--- config.mk ---
export PLATFORM = sky130hd
export DESIGN_NAME = spi_accel_slave
export DESIGN_NICKNAME = d
export VERILOG_FILES = /design/src/rtl/spi_accel_slave.sv
export SDC_FILE = /design/constraint.sdc
export NUM_CORES = 1
export LEC_CHECK = 0
export CAP_MARGIN = 15
export CORE_UTILIZATION = 60
export DETAILED_ROUTE_END_ITERATION = 7
export HOLD_SLACK_MARGIN = 0.15
export PLACE_DENSITY = 0.78
export SYNTH_ARGS = -nofsm -noshare
export SYNTH_HDL_FRONTEND = slang
export SYNTH_SLANG_ARGS = --single-unit
--- constraint.sdc ---
create_clock -name clk -period 5.6 [get_ports clk]
set_input_delay 0.84 -clock clk [delete_from_list [all_inputs] [get_ports clk]]
set_output_delay 0.84 -clock clk [all_outputs]
set_load 0.1 [all_outputs]
--- src/rtl/spi_accel_slave.sv ---
// SPI mode-3 responder emulating a three-axis accelerometer with a 64x8 register file.
// Optional macro SPI_ACCEL_SLAVE_TXN_CNT_EN adds txn_count and cmd_err outputs.
module spi_accel_slave #(
  parameter logic [7:0]  DEVID_VAL   = 8'hE5,
  parameter logic [7:0]  BW_RATE_RST = 8'h0A,
  parameter int unsigned SYNC_STAGES = 2
) (
  input  logic        clk,
  input  logic        rst_n,
  input  logic        sclk,
  input  logic        CS,
  input  logic        sdi,
  output logic        sdo,
  output logic        sdo_oe,
  input  logic [15:0] axis_x,
  input  logic [15:0] axis_y,
  input  logic [15:0] axis_z,
  input  logic        sample_valid,
  output logic        reg_wr_strobe,
  output logic [5:0]  reg_wr_addr,
  output logic [7:0]  reg_wr_data,
  output logic        busy
`ifdef SPI_ACCEL_SLAVE_TXN_CNT_EN
  ,
  output logic [15:0] txn_count,
  output logic        cmd_err
`endif
);

  typedef enum logic [1:0] {StIdle, StCmd, StRd, StWr} state_e;

  logic [SYNC_STAGES-1:0] sclk_sync_q, cs_sync_q, sdi_sync_q;
  logic       sclk_prev_q, cs_prev_q;
  logic       sclk_s, cs_s, sdi_s;
  logic       sclk_rise, sclk_fall, cs_rise, cs_fall;

  state_e     state_q, state_d;
  logic [2:0] bit_cnt_q, bit_cnt_d;
  logic [6:0] rx_q, rx_d;
  logic [7:0] tx_q, tx_d;
  logic [5:0] addr_q, addr_d;
  logic       mb_q, mb_d;
  logic       sdo_q, sdo_d;
  logic [7:0] rx_byte;
  logic [5:0] addr_inc, rd_addr;
  logic [7:0] rd_data;
  logic       byte_end, mem_we, ro_hit;

  logic [7:0]  mem_q [64];
  logic        wr_req_q;
  logic [5:0]  wr_addr_q;
  logic [7:0]  wr_data_q;
  logic        pend_q;
  logic [15:0] pend_x_q, pend_y_q, pend_z_q;
  logic [15:0] ld_x, ld_y, ld_z;

  always_ff @(posedge clk or negedge rst_n) begin
    if (!rst_n) begin
      sclk_sync_q <= '1;
      cs_sync_q   <= '1;
      sdi_sync_q  <= '0;
      sclk_prev_q <= 1'b1;
      cs_prev_q   <= 1'b1;
    end else begin
      sclk_sync_q <= {sclk_sync_q[SYNC_STAGES-2:0], sclk};
      cs_sync_q   <= {cs_sync_q[SYNC_STAGES-2:0], CS};
      sdi_sync_q  <= {sdi_sync_q[SYNC_STAGES-2:0], sdi};
      sclk_prev_q <= sclk_s;
      cs_prev_q   <= cs_s;
    end
  end

  assign sclk_s    = sclk_sync_q[SYNC_STAGES-1];
  assign cs_s      = cs_sync_q[SYNC_STAGES-1];
  assign sdi_s     = sdi_sync_q[SYNC_STAGES-1];
  assign sclk_rise = sclk_s & ~sclk_prev_q;
  assign sclk_fall = ~sclk_s & sclk_prev_q;
  assign cs_rise   = cs_s & ~cs_prev_q;
  assign cs_fall   = ~cs_s & cs_prev_q;

  assign rx_byte  = {rx_q, sdi_s};
  assign addr_inc = mb_q ? addr_q + 6'd1 : addr_q;
  assign byte_end = sclk_rise && (bit_cnt_q == 3'd7);
  assign rd_addr  = (state_q == StCmd) ? rx_byte[5:0] : addr_inc;
  assign rd_data  = (rd_addr == 6'h00) ? DEVID_VAL : mem_q[rd_addr];
  assign ro_hit   = (addr_q == 6'h00) || ((addr_q >= 6'h32) && (addr_q <= 6'h37));
  assign busy     = (state_q != StIdle);
  assign sdo_oe   = busy;
  assign sdo      = sdo_q;

  always_comb begin
    state_d   = state_q;
    bit_cnt_d = bit_cnt_q;
    rx_d      = rx_q;
    tx_d      = tx_q;
    addr_d    = addr_q;
    mb_d      = mb_q;
    sdo_d     = sdo_q;
    mem_we    = 1'b0;
    unique case (state_q)
      StIdle: begin
        sdo_d = 1'b1;
        if (cs_fall) begin
          state_d   = StCmd;
          bit_cnt_d = 3'd0;
        end
      end
      StCmd: begin
        if (sclk_rise) begin
          bit_cnt_d = bit_cnt_q + 3'd1;
          rx_d      = rx_byte[6:0];
          if (byte_end) begin
            mb_d   = rx_byte[6];
            addr_d = rx_byte[5:0];
            if (rx_byte[7]) begin
              state_d = StRd;
              tx_d    = rd_data;
            end else begin
              state_d = StWr;
            end
          end
        end
      end
      StRd: begin
        if (sclk_fall) begin
          sdo_d = tx_q[7];
          tx_d  = {tx_q[6:0], 1'b0};
        end
        if (sclk_rise) begin
          bit_cnt_d = bit_cnt_q + 3'd1;
          if (byte_end) begin
            addr_d = addr_inc;
            tx_d   = rd_data;
          end
        end
      end
      StWr: begin
        if (sclk_rise) begin
          bit_cnt_d = bit_cnt_q + 3'd1;
          rx_d      = rx_byte[6:0];
          if (byte_end) begin
            mem_we = ~ro_hit;
            addr_d = addr_inc;
          end
        end
      end
    endcase
    // CS release overrides everything, dropping any byte completing in the same clk
    if (cs_rise) begin
      state_d = StIdle;
      sdo_d   = 1'b1;
      mem_we  = 1'b0;
    end
  end

  always_ff @(posedge clk or negedge rst_n) begin
    if (!rst_n) begin
      state_q   <= StIdle;
      bit_cnt_q <= 3'd0;
      rx_q      <= 7'd0;
      tx_q      <= 8'd0;
      addr_q    <= 6'd0;
      mb_q      <= 1'b0;
      sdo_q     <= 1'b1;
    end else begin
      state_q   <= state_d;
      bit_cnt_q <= bit_cnt_d;
      rx_q      <= rx_d;
      tx_q      <= tx_d;
      addr_q    <= addr_d;
      mb_q      <= mb_d;
      sdo_q     <= sdo_d;
    end
  end

  // Direct sample beats a pending one when both are available while idle
  assign ld_x = sample_valid ? axis_x : pend_x_q;
  assign ld_y = sample_valid ? axis_y : pend_y_q;
  assign ld_z = sample_valid ? axis_z : pend_z_q;

  always_ff @(posedge clk or negedge rst_n) begin
    if (!rst_n) begin
      for (int i = 0; i < 64; i++) mem_q[i] <= (i == 'h2C) ? BW_RATE_RST : 8'h00;
    end else begin
      if (mem_we) mem_q[addr_q] <= rx_byte;
      if (!busy && (sample_valid || pend_q)) begin
        mem_q[6'h32] <= ld_x[7:0];
        mem_q[6'h33] <= ld_x[15:8];
        mem_q[6'h34] <= ld_y[7:0];
        mem_q[6'h35] <= ld_y[15:8];
        mem_q[6'h36] <= ld_z[7:0];
        mem_q[6'h37] <= ld_z[15:8];
      end
    end
  end

  always_ff @(posedge clk or negedge rst_n) begin
    if (!rst_n) begin
      pend_q   <= 1'b0;
      pend_x_q <= 16'd0;
      pend_y_q <= 16'd0;
      pend_z_q <= 16'd0;
    end else if (busy && sample_valid) begin
      pend_q   <= 1'b1;
      pend_x_q <= axis_x;
      pend_y_q <= axis_y;
      pend_z_q <= axis_z;
    end else if (!busy) begin
      pend_q <= 1'b0;
    end
  end

  always_ff @(posedge clk or negedge rst_n) begin
    if (!rst_n) begin
      wr_req_q      <= 1'b0;
      wr_addr_q     <= 6'd0;
      wr_data_q     <= 8'd0;
      reg_wr_strobe <= 1'b0;
      reg_wr_addr   <= 6'd0;
      reg_wr_data   <= 8'd0;
    end else begin
      wr_req_q      <= mem_we;
      reg_wr_strobe <= wr_req_q;
      if (mem_we) begin
        wr_addr_q <= addr_q;
        wr_data_q <= rx_byte;
      end
      if (wr_req_q) begin
        reg_wr_addr <= wr_addr_q;
        reg_wr_data <= wr_data_q;
      end
    end
  end

`ifdef SPI_ACCEL_SLAVE_TXN_CNT_EN
  logic byte_done_q;

  always_ff @(posedge clk or negedge rst_n) begin
    if (!rst_n) begin
      byte_done_q <= 1'b0;
      txn_count   <= 16'd0;
      cmd_err     <= 1'b0;
    end else begin
      if (cs_rise) begin
        if (busy && byte_done_q) txn_count <= txn_count + 16'd1;
        byte_done_q <= 1'b0;
      end else if (byte_end && (state_q == StRd || state_q == StWr)) begin
        byte_done_q <= 1'b1;
        if (state_q == StWr && ro_hit) cmd_err <= 1'b1;
      end
    end
  end
`endif

endmodule
==> results by group <==
CTS
  – Clock tree root buffer cell: sky130_fd_sc_hd__clkbuf_16
  – Worst-path clk slew: 70 ps
  – Setup repair bufs after CTS: 0
  – Sink Count: 626
  – Post-CTS Hold Fix Bufs: 0
  – Post_cts resized: 0
  – Number of buffers between clock root and the deepest sink: 3
  – Clock latency on the worst-skew pair: 610 ps
  – CTS tree: built
  – H-tree depth: 3
  – Number of buffers added by the clock tree synthesis step: 66

Timing
  – Hold Fails Final Rpt: 0
  – Clock skew after layout: 29.4 ps
  – Final setup margin: 869 ps
  – Ratio of final minimum period to clock period: 84.5%
  – Tmin final: 4730 ps
  – Maximum operating frequency: 211 MHz
  – Worst-Margin Slew: 1300 ps
  – RSZ-0062 raised after global routing: no
  – Final count of pins violating max slew: 0
  – Worst relative slew slack: 12.7%
  – Final-layout setup total negative slack: 0 ps
  – Final setup violating endpoints: 0

Finish
  – Antenna cells: 0
  – Net total in the final layout: 2259
  – Area Overhead vs Synth: 11.7%
  – Filler-free cell count of the finished design: 2862
  – Fillers: 3265
  – Fraction of final layout cells with drive strength greater than 1: 37.1%
  – Final design area excluding fillers: 32500 sq um

Critical path
  – Required time of the critical path: 6080 ps
  – Crit Path Class: flip-flop to flip-flop
  – Setup crit start kind: flip-flop
  – Worst-path maximum fanout: 21
  – Critical path data arrival time: 5210 ps
  – Worst reg-to-reg path cell count: 10
  – Type of destination of the critical path: flip-flop

Die
  – Floorplan die height: 222 microns
  – Top-level I/O count: 72
  – Cell row count: 80
  – Core Region: 47700 sq um
  – Chip Width: 222 microns
  – DIE AREA: 49300 sq um
  – Initial cell density of the core: 60.9%

Placed design
  – Number of cells in the design after placement: 2744
  – Gpl congestion: 0.968
  – Setup slack at placement: 1210 ps
  – Placed inst area: 30300 sq um
  – Hpwl dp: 46.1 mm
  – IO buf count: 71

Route
  – Post-route DRC violation count: 0
  – Antenna Violating Nets Remaining: 0
  – Final routed wirelength across all metal layers: 73.6 mm
  – Detail-routed net length per standard cell: 25.7 microns
  – 1st-iter DRT viols: 1673
  – Number of vias in the routed layout: 18781
  – Via density per instance: 6.56
  – First-pass iteration count of the detailed router: 6

Synthesis
  – Total of flip-flops plus latches after synthesis: 626
  – Largest area contributor in the synthesized netlist: sky130_fd_sc_hd__dfrtp_1
  – Area fraction of the dominant cell type after synthesis: 53.1%
  – Synth warnings: 0
  – Number of distinct library cells after synthesis: 79
  – Synth Area per Inst: 13.4 sq um
  – Biggest area contributors in the synthesized netlist: sky130_fd_sc_hd__dfrtp_1 53%, sky130_fd_sc_hd__mux2_2 21%, sky130_fd_sc_hd__mux4_2 5.9%, sky130_fd_sc_hd__mux2i_1 3.6%, sky130_fd_sc_hd__nand2_1 2.4%
  – Gate Count Post-Synth: 2175
  – Main flop type after synthesis: sky130_fd_sc_hd__dfrtp_1
  – Nets in the synthesized netlist: 2236
  – Fraction of synthesis flops using an asynchronous set or reset pin: 100%
  – Number of synthesized flops with an enable pin: 0
  – Share of the yosys chip area belonging to registers: 53.9%
  – Cell Area, Synth: 29100 sq um

Job
  – Total of max-cap violations: 0

Pwr
  – Worst vdd rail ir drop: 0.263 mV
  – P_leak: 15.3 nW
  – Pwr/cell area: 370 nW/um^2

GRT
  – Antenna violations before repair: 0
  – Wire length of the first global-routing pass: 117 mm
  – Total overflow reported by the global router: 0
  – Number of global-route vias before repair: 19706
  – GR Util All Layers: 31.0%
  – Maximum number of pins on one net before global-route repair: 141

Outcome
  – Status: completed

Worst hold path
  – Path category of the worst min-delay check: input pin to asynchronous set/reset pin
## stage by stage
stage               hold WS (ps)  utilization (%)  total power [W]
floorplan                    331                -          0.00668
global placement             345             63.4          0.00762
detailed placement           341             63.4          0.00769
CTS                          355             68.0           0.0120
global route                 364             68.0           0.0124
finish                       315             68.0           0.0120
## per-layer routing
metal | vias up | wire length [microns] | GRT usage [%]
met3 | 242 | 4790 | 5.34
met1 | 9802 | 29800 | 41.5
met2 | 754 | 35400 | 49.6
met4 | 0 | 3650 | 14.3
met5 | - | 0 | 0
li1 | 7983 | - | -
## cell usage after synthesis (all sizes together), types with 6 or more instances
cell	count
dfstp	9
o21ai	20
a21oi	91
mux2i	106
dfrtp	617
nor2	97
nand2	195
a31oi	8
nor3	12
o22a	6
o22ai	20
mux2	549
a22oi	8
ha	7
nand3	46
mux4	83
a211oi	11
inv	7
nand4	11
o211ai	7
buf	61
clkbuf	101
a311oi	8
## worst paths after layout
| path | start | slack, ps | end |
|---|---|---|---|
| min in group clk | cs_sync_q[0]$_DFF_PN1_ | 350 | cs_sync_q[1]$_DFF_PN1_ |
| max in group asynchronous | rst_n | 3850 | addr_q[4]$_DFFE_PN0P_ |
| worst max-delay path | addr_q[0]$_DFFE_PN0P_ | 870 | mem_q[125]$_DFFE_PN0P_ |
| worst max register to register | addr_q[0]$_DFFE_PN0P_ | 870 | mem_q[125]$_DFFE_PN0P_ |
| worst min-delay path | rst_n | 320 | reg_wr_data[2]$_DFFE_PN0P_ |
| worst min register to register | cs_sync_q[0]$_DFF_PN1_ | 350 | cs_sync_q[1]$_DFF_PN1_ |
## where the power goes
group	switching (W)	total (W)	leakage, nW	internal [W]
sequential	0.000227	0.00505	8.44	0.00483
clock	0.00179	0.00434	1.07	0.00254
combinational	0.00181	0.00261	5.78	0.000809
## layout make-up
type	count	area, sq um	share of cell area (%)
Sequential cell	626	15700	48.3
Timing Repair Buffer	117	1160	3.56
Clock inverter	22	183	0.563
Clock buffer	95	1970	6.08
Tap cell	615	769	2.37
Multi-Input combinational cell	1379	12700	39.0
Inverter	8	30.0	0.0925
## placed cells by master (no fill, tap or decap), types with 5 or more instances in the layout
cell	n
sky130_fd_sc_hd__clkinv_2	15
sky130_fd_sc_hd__clkdlybuf4s50_1	69
sky130_fd_sc_hd__clkbuf_8	17
sky130_fd_sc_hd__dfrtp_1	609
sky130_fd_sc_hd__o22a_1	6
sky130_fd_sc_hd__a311oi_1	8
sky130_fd_sc_hd__clkbuf_16	68
sky130_fd_sc_hd__a211oi_1	11
sky130_fd_sc_hd__o211ai_1	7
sky130_fd_sc_hd__mux2_1	7
sky130_fd_sc_hd__nor3_2	6
sky130_fd_sc_hd__nand3b_1	5
sky130_fd_sc_hd__nand4_1	9
sky130_fd_sc_hd__a21oi_1	89
sky130_fd_sc_hd__nor2_2	10
sky130_fd_sc_hd__dfstp_2	9
sky130_fd_sc_hd__ha_1	7
sky130_fd_sc_hd__nand3_1	46
sky130_fd_sc_hd__nand2b_1	5
sky130_fd_sc_hd__mux4_2	76
sky130_fd_sc_hd__nand2_2	8
sky130_fd_sc_hd__buf_4	38
sky130_fd_sc_hd__nand2_1	187
sky130_fd_sc_hd__nor2_1	86
sky130_fd_sc_hd__o21ai_0	14
sky130_fd_sc_hd__a22oi_1	8
sky130_fd_sc_hd__mux2_2	542
sky130_fd_sc_hd__nor3_1	6
sky130_fd_sc_hd__clkbuf_1	10
sky130_fd_sc_hd__inv_1	7
sky130_fd_sc_hd__buf_12	8
sky130_fd_sc_hd__mux2i_1	106
sky130_fd_sc_hd__dfrtp_2	8
sky130_fd_sc_hd__a31oi_1	8
sky130_fd_sc_hd__o22ai_1	20
sky130_fd_sc_hd__mux4_1	7
## flip-flops by register name (all words and copies together), names as in the netlist, 3 cells and up
signal,cells
tx_q,8
reg_wr_addr,6
rx_q,7
reg_wr_data,8
pend_y_q,16
addr_q,6
pend_z_q,16
pend_x_q,16
bit_cnt_q,3
wr_addr_q,6
mem_q,511
wr_data_q,8
## worst max-delay path, cell delays in order (launching register included)
cell	delay [ps]
sky130_fd_sc_hd__dfrtp_1	660
sky130_fd_sc_hd__clkinv_1	370
sky130_fd_sc_hd__ha_1	310
sky130_fd_sc_hd__o311ai_1	240
sky130_fd_sc_hd__a21oi_1	150
sky130_fd_sc_hd__nor4_4	270
sky130_fd_sc_hd__buf_4	360
sky130_fd_sc_hd__nand2b_1	220
sky130_fd_sc_hd__nor3_2	1020
sky130_fd_sc_hd__nand2_1	560
sky130_fd_sc_hd__mux2_2	440
## kinds of logic after synthesis
group	Yosys count	share of synthesized area, %
buffers and inverters	170	2.69
xor gates and xnor gates	3	0.116
adders and majority gates	7	0.301
muxes	738	31.4
AOI/OAI and AO/OA	229	5.17
and+or+nand+nor	402	6.37
DFF	626	53.9
Power figures use the tool's default switching activity.
